## config.mk

```make
export PLATFORM = sky130hd
export DESIGN_NAME = counter_arbiter
export DESIGN_NICKNAME = d
export VERILOG_FILES = /design/src/rtl/counter_arbiter_pkg.sv /design/src/rtl/counter_arbiter_rr_picker.sv /design/src/rtl/counter_arbiter.sv
export SDC_FILE = /design/constraint.sdc
export NUM_CORES = 1
export LEC_CHECK = 0
export ABC_AREA = 1
export CAP_MARGIN = 15
export CELL_PAD_IN_SITES_DETAIL_PLACEMENT = 1
export CELL_PAD_IN_SITES_GLOBAL_PLACEMENT = 1
export CORE_MARGIN = 2
export CORE_UTILIZATION = 27
export DETAILED_ROUTE_END_ITERATION = 8
export GPL_TIMING_DRIVEN = 0
export PLACE_DENSITY = 0.83
export SLEW_MARGIN = 40
export SYNTH_ARGS = -nofsm -noshare
export SYNTH_HDL_FRONTEND = slang
export SYNTH_SLANG_ARGS = --single-unit
```

## constraint.sdc

```tcl
create_clock -name clk -period 4.7 [get_ports clk]
set_clock_uncertainty 0.1 [all_clocks]
set_input_delay 0.94 -clock clk [delete_from_list [all_inputs] [get_ports clk]]
set_output_delay 0.94 -clock clk [all_outputs]
set_load 0.01 [all_outputs]
```

## src/rtl/counter_arbiter_pkg.sv

```systemverilog
// counter_arbiter_pkg
// Shared types and default sizing for the counter arbiter slice.
// Optional feature macro used by the slice: COUNTER_ARBITER_RR_EN
// (round-robin arbitration instead of fixed lowest-index priority).
package counter_arbiter_pkg;

    // Ownership phases of the shared flexcounter
    typedef enum logic [1:0] {
        IDLE = 2'd0,
        RUN  = 2'd1,
        DONE = 2'd2
    } state_t;

    localparam int DEFAULT_NREQ      = 4;
    localparam int DEFAULT_COUNTSIZE = 1024;

endpackage

```

## src/rtl/counter_arbiter_rr_picker.sv

```systemverilog
// counter_arbiter_rr_picker
// The arbiter's rr_picker: scans the request vector starting at 'start',
// wrapping at NREQ, and returns the first requester found as a one-hot
// grant plus its index. With 'start' tied to zero this is plain
// fixed priority, lowest index first.
module counter_arbiter_rr_picker #(
    parameter int NREQ = 4,
    parameter int IDXW = $clog2(NREQ)
) (
    input  logic [NREQ-1:0] req,
    input  logic [IDXW-1:0] start,
    output logic [NREQ-1:0] gnt,
    output logic [IDXW-1:0] idx,
    output logic            valid
);

    int pos;

    // Walk the requesters in circular order from 'start'; first hit wins
    always_comb begin
        gnt   = '0;
        idx   = '0;
        valid = 1'b0;
        pos   = 0;
        for (int i = 0; i < NREQ; i++) begin
            pos = int'(start) + i;
            if (pos >= NREQ) begin
                pos = pos - NREQ;
            end
            if (!valid && req[pos]) begin
                valid    = 1'b1;
                gnt[pos] = 1'b1;
                idx      = IDXW'(pos);
            end
        end
    end

endmodule

```

## src/rtl/counter_arbiter.sv

```systemverilog
// counter_arbiter
// Shares one flexcounter between NREQ one-shot delay requesters. A winner
// is picked in IDLE, its delay length is latched into cnt_max, the counter
// runs until its strobe, and a one-cycle done pulse goes back to the winner.
// Configuration macro: COUNTER_ARBITER_RR_EN selects round-robin arbitration
// (search starts one above the last winner); undefined gives fixed priority.
module counter_arbiter
    import counter_arbiter_pkg::*;
#(
    parameter int NREQ       = DEFAULT_NREQ,
    parameter int COUNTSIZE  = DEFAULT_COUNTSIZE,
    parameter int COUNTWIDTH = $clog2(COUNTSIZE)
) (
    input  logic                       clk,
    input  logic                       nRST,
    input  logic [NREQ-1:0]            req,
    input  logic [NREQ*COUNTWIDTH-1:0] req_len,
    output logic [NREQ-1:0]            gnt,
    output logic [NREQ-1:0]            done,
    output logic                       busy,
    output logic                       cnt_enable,
    output logic [COUNTWIDTH-1:0]      cnt_max,
    input  logic                       cnt_strobe,
    input  logic [COUNTWIDTH-1:0]      cnt_count
);

    localparam int IDXW = $clog2(NREQ);

    state_t                state, state_next;
    logic [NREQ-1:0]       gnt_q, gnt_next;
    logic [COUNTWIDTH-1:0] max_q, max_next;
    logic [COUNTWIDTH-1:0] sel_len;
    logic [NREQ-1:0]       pick_gnt;
    logic [IDXW-1:0]       pick_idx;
    logic                  pick_valid;
    logic [IDXW-1:0]       start;
    logic                  owner_req;
    logic                  expired;

    counter_arbiter_rr_picker #(
        .NREQ (NREQ),
        .IDXW (IDXW)
    ) u_picker (
        .req   (req),
        .start (start),
        .gnt   (pick_gnt),
        .idx   (pick_idx),
        .valid (pick_valid)
    );

`ifdef COUNTER_ARBITER_RR_EN
    logic [IDXW-1:0] ptr_q;

    // Round-robin pointer: moves to one above each new winner, only on grant
    always_ff @(posedge clk or negedge nRST) begin
        if (!nRST) begin
            ptr_q <= '0;
        end else if (state == IDLE && pick_valid) begin
            if (pick_idx == IDXW'(NREQ - 1)) begin
                ptr_q <= '0;
            end else begin
                ptr_q <= pick_idx + IDXW'(1);
            end
        end
    end

    assign start = ptr_q;
`else
    assign start = '0;
`endif

    // Select the candidate winner's delay length out of the packed bus
    always_comb begin
        sel_len = '0;
        for (int i = 0; i < NREQ; i++) begin
            if (pick_idx == IDXW'(i)) begin
                sel_len = req_len[i*COUNTWIDTH +: COUNTWIDTH];
            end
        end
    end

    assign owner_req = |(req & gnt_q);
    assign expired   = cnt_strobe || (cnt_count > max_q);

    // State, owner and terminal-count registers
    always_ff @(posedge clk or negedge nRST) begin
        if (!nRST) begin
            state <= IDLE;
            gnt_q <= '0;
            max_q <= '0;
        end else begin
            state <= state_next;
            gnt_q <= gnt_next;
            max_q <= max_next;
        end
    end

    // Next-state logic; a withdrawn request beats a coincident strobe
    always_comb begin
        state_next = state;
        gnt_next   = gnt_q;
        max_next   = max_q;
        case (state)
            IDLE: begin
                if (pick_valid) begin
                    gnt_next   = pick_gnt;
                    max_next   = sel_len;
                    state_next = (sel_len != '0) ? RUN : DONE;
                end
            end
            RUN: begin
                if (!owner_req) begin
                    state_next = IDLE;
                    gnt_next   = '0;
                end else if (expired) begin
                    state_next = DONE;
                end
            end
            DONE: begin
                state_next = IDLE;
                gnt_next   = '0;
            end
            default: begin
                state_next = IDLE;
                gnt_next   = '0;
            end
        endcase
    end

    assign gnt        = gnt_q;
    assign done       = (state == DONE) ? gnt_q : '0;
    assign busy       = (state != IDLE);
    assign cnt_enable = (state == RUN);
    assign cnt_max    = max_q;

endmodule

```

==> flow_summary_export.csv <==
group,metric,value,unit
run_status,status,"finished clean",
floorplan,die_h,75.9,um
floorplan,dieWidth,75.9,um
layout,fin_cells,367,
clock_network,root_buffer,"clkbuf_8",
yosys,syn_area,1400,um2
drt,ant_nets,0,
drt,routedWlPerCell,11.9,um
drt,wl_met1,2030,um
clock_network,cts_sinks,16,
yosys,ys_seq_area_share,28.7,%
yosys,ys_warn_count,0,
drt,drtPass1Iterations,4,
placed_design,dp_hpwl,3860,um
clock_network,clk_pin_slew,0.06,ns
worst_setup_path,critical-path-top-delay-family,"simple AND/OR/NAND/NOR gates",
floorplan,pin_count,77,
drt,totalWireLength,4380,um
worst_setup_path,worstSetupPathType,"input pin to register",
yosys,syn_inst,218,
grt,grt_pass1_vias,1705,
sta,final_max_slew_viol_count,0,
yosys,synth_nets,285,
layout,antenna_cells,0,
worst_setup_path,critical_path_buf_inv_count,2,
clock_network,cts_made_buffers,3,
worst_setup_path,cp_cell_sequence,"clkdlybuf4s50_1 > nor2_4 > nand3_2 > buf_2 > nand4_1 > nand2_1 > nand2_1 > nand3_1 > nor2_2 > nand3_1 > a21oi_2",
worst_setup_path,worstSetupEndpointType,"register",
clock_network,clockBufferDepth,2,
drt,vias,1644,
drt,drc,0,
floorplan,rows,26,
grt,grt_pass1_wl,7740,um
worst_setup_path,worst_path_max_delay_cell,"clkdlybuf4s50_1",
yosys,syn_area_per_cell,6.41,um2
worst_setup_path,worstPathRequired,4.79,ns
clock_network,tritoncts,"yes",
sta,worst_slew_pin_slew,0.720,ns
layout,drive_gt1_share,7.07,%
placed_design,gp_congestion,0.806,
floorplan,start_util,27.7,%
sta,holdWs,0.436,ns
worst_setup_path,startpoint_type,"input pin",
worst_setup_path,arrival,2.72,ns
sta,rsz0062_at_grt,"no",
sta,slew_headroom,51.8,%
drt,wl_met3,245,um
sta,period_minus_slack,2.63,ns
power,peakVddDrop,0.100,mV
placed_design,port_buffers,76,
drt,vias_per_cell,4.48,
floorplan,die-area,5760,um2
layout,fin_nets,366,
sta,tns,0,ns
worst_setup_path,slowest_delay,0.48,ns
power,p_leak,1.09,nW
layout,area_delta_synth_final,63.7,%
worst_setup_path,critPathMaxFanout,10,
drt,route.met2.wl,2050,um
drt,drt_iter0_drc,18,
grt,grt.total_usage,16.1,%
clock_network,postCtsHoldBufs,0,
clock_network,clk_latency,0.25,ns
drt,highest_layer,"met4",
grt,grt-ovfl-total,0,
sta,finalCritPeriodShare,56.0,%
yosys,netlist-cell-type-count,22,
sta,finalHoldViolCount,0,
clock_network,htree_num_levels,1,
sta,setup_violations,0,
power,power_density,360,nW/um2
clock_network,postCtsSetupBuffers,0,
grt,grt_max_degree,17,
floorplan,fp.coreArea,5040,um2
job,maxCapViolations,0,
yosys,synth-seq-cells,16,
sta,max_freq,380,MHz
hold_path,worstHoldPathType,"register to register",
clock_network,post_cts_resize_count,0,
grt,antenna_found_initial,0,
placed_design,place_inst,364,
==> layout make-up <==
type	count	area, um2
multi-input cells	159	816
clock buffers	3	41.3
flip-flops and latches	16	400
repair buffers	76	761
plain buffers	8	48.8
inverters	35	131
fillers	672	2760
well taps	70	87.6
==> cells by family after synthesis <==
family                     after synthesis  share of synthesized area, %
AOI/OAI and AO/OA                       27                          10.9
adders and majority gates               10                          8.96
buffers and inverters                   43                          12.9
DFF                                     16                          28.7
and+or+nand+nor                        122                          38.5
==> placed cells by master, fill, tap and decap left out, drive strengths merged <==
cell / Yosys / final
nor2: 33 / 33
clkbuf: 3 / 6
nand4: 12 / 12
or2: 9 / 9
a21oi: 7 / 7
o22ai: 6 / 6
o21ai: 13 / 13
ha: 10 / 10
clkdlybuf4s50: 0 / 76
nand3: 8 / 8
buf: 5 / 5
nand2: 60 / 60
inv: 35 / 35
dfrtp: 16 / 16
o211ai: 1 / 1
==> state kept, by name (all words and copies together) (netlist names) <==
| name | flops |
|---|---|
| cnt_max | 10 |
| gnt | 4 |
| state | 2 |
==> worst paths after layout <==
check,start,end,slack (ns),depth (start not counted)
worst max-delay path,req[0],state[1]$_DFFE_PN0P_,2.07,11
worst min-delay path,cnt_max[8]$_DFFE_PN0P_,cnt_max[8]$_DFFE_PN0P_,0.44,2
worst max register to register,cnt_max[3]$_DFFE_PN0P_,state[1]$_DFFE_PN0P_,2.92,10
worst min register to register,cnt_max[8]$_DFFE_PN0P_,cnt_max[8]$_DFFE_PN0P_,0.44,2
max in group asynchronous,nRST,cnt_max[8]$_DFFE_PN0P_,3.02,1
min in group asynchronous,nRST,gnt[2]$_DFFE_PN0P_,1.02,1
==> worst min-delay path, stage by stage (launching register included) <==
cell and delay [ns]:
dfrtp_1 0.37, nand2_1 0.06, o21ai_0 0.07
==> through the flow <==
stage,utilization [%],instance area (um2),worst slack [ns],total power [mW]
5_1_grt,45.3,2290,1.89,0.903
6_report,45.3,2290,2.07,0.823
3_5_place_dp,44.5,2240,1.79,0.730
2_1_floorplan,-,1400,2.55,0.477
4_1_cts,45.3,2290,2.05,0.836
3_3_place_gp,44.5,2240,1.82,0.706
==> layer usage <==
layer	up-vias	GRT usage, %
li1	847	-
met1	742	21.3
met2	50	26.3
met3	5	3.33
met4	0	4.91
met5	-	0
==> Yosys cell counts, drive strengths merged <==
cell	count	area, um2
nand2	60	228
o211ai	1	7.51
ha	10	125
nor2	33	134
or2	9	56.3
dfrtp	16	400
buf	5	37.5
o22ai	6	37.5
nand4	12	75.1
clkbuf	3	11.3
o21ai	13	65.1
a21oi	7	42.5
nand3	8	45.0
inv	35	131
==> where the power goes <==
group	internal, mW	leakage [nW]	total (mW)	switching (mW)
Combinational	0.237	0.869	0.480	0.243
Sequential	0.195	0.203	0.240	0.0453
Clock	0.0569	0.0216	0.103	0.0464
No activity file was read; power rests on OpenSTA's default activity.
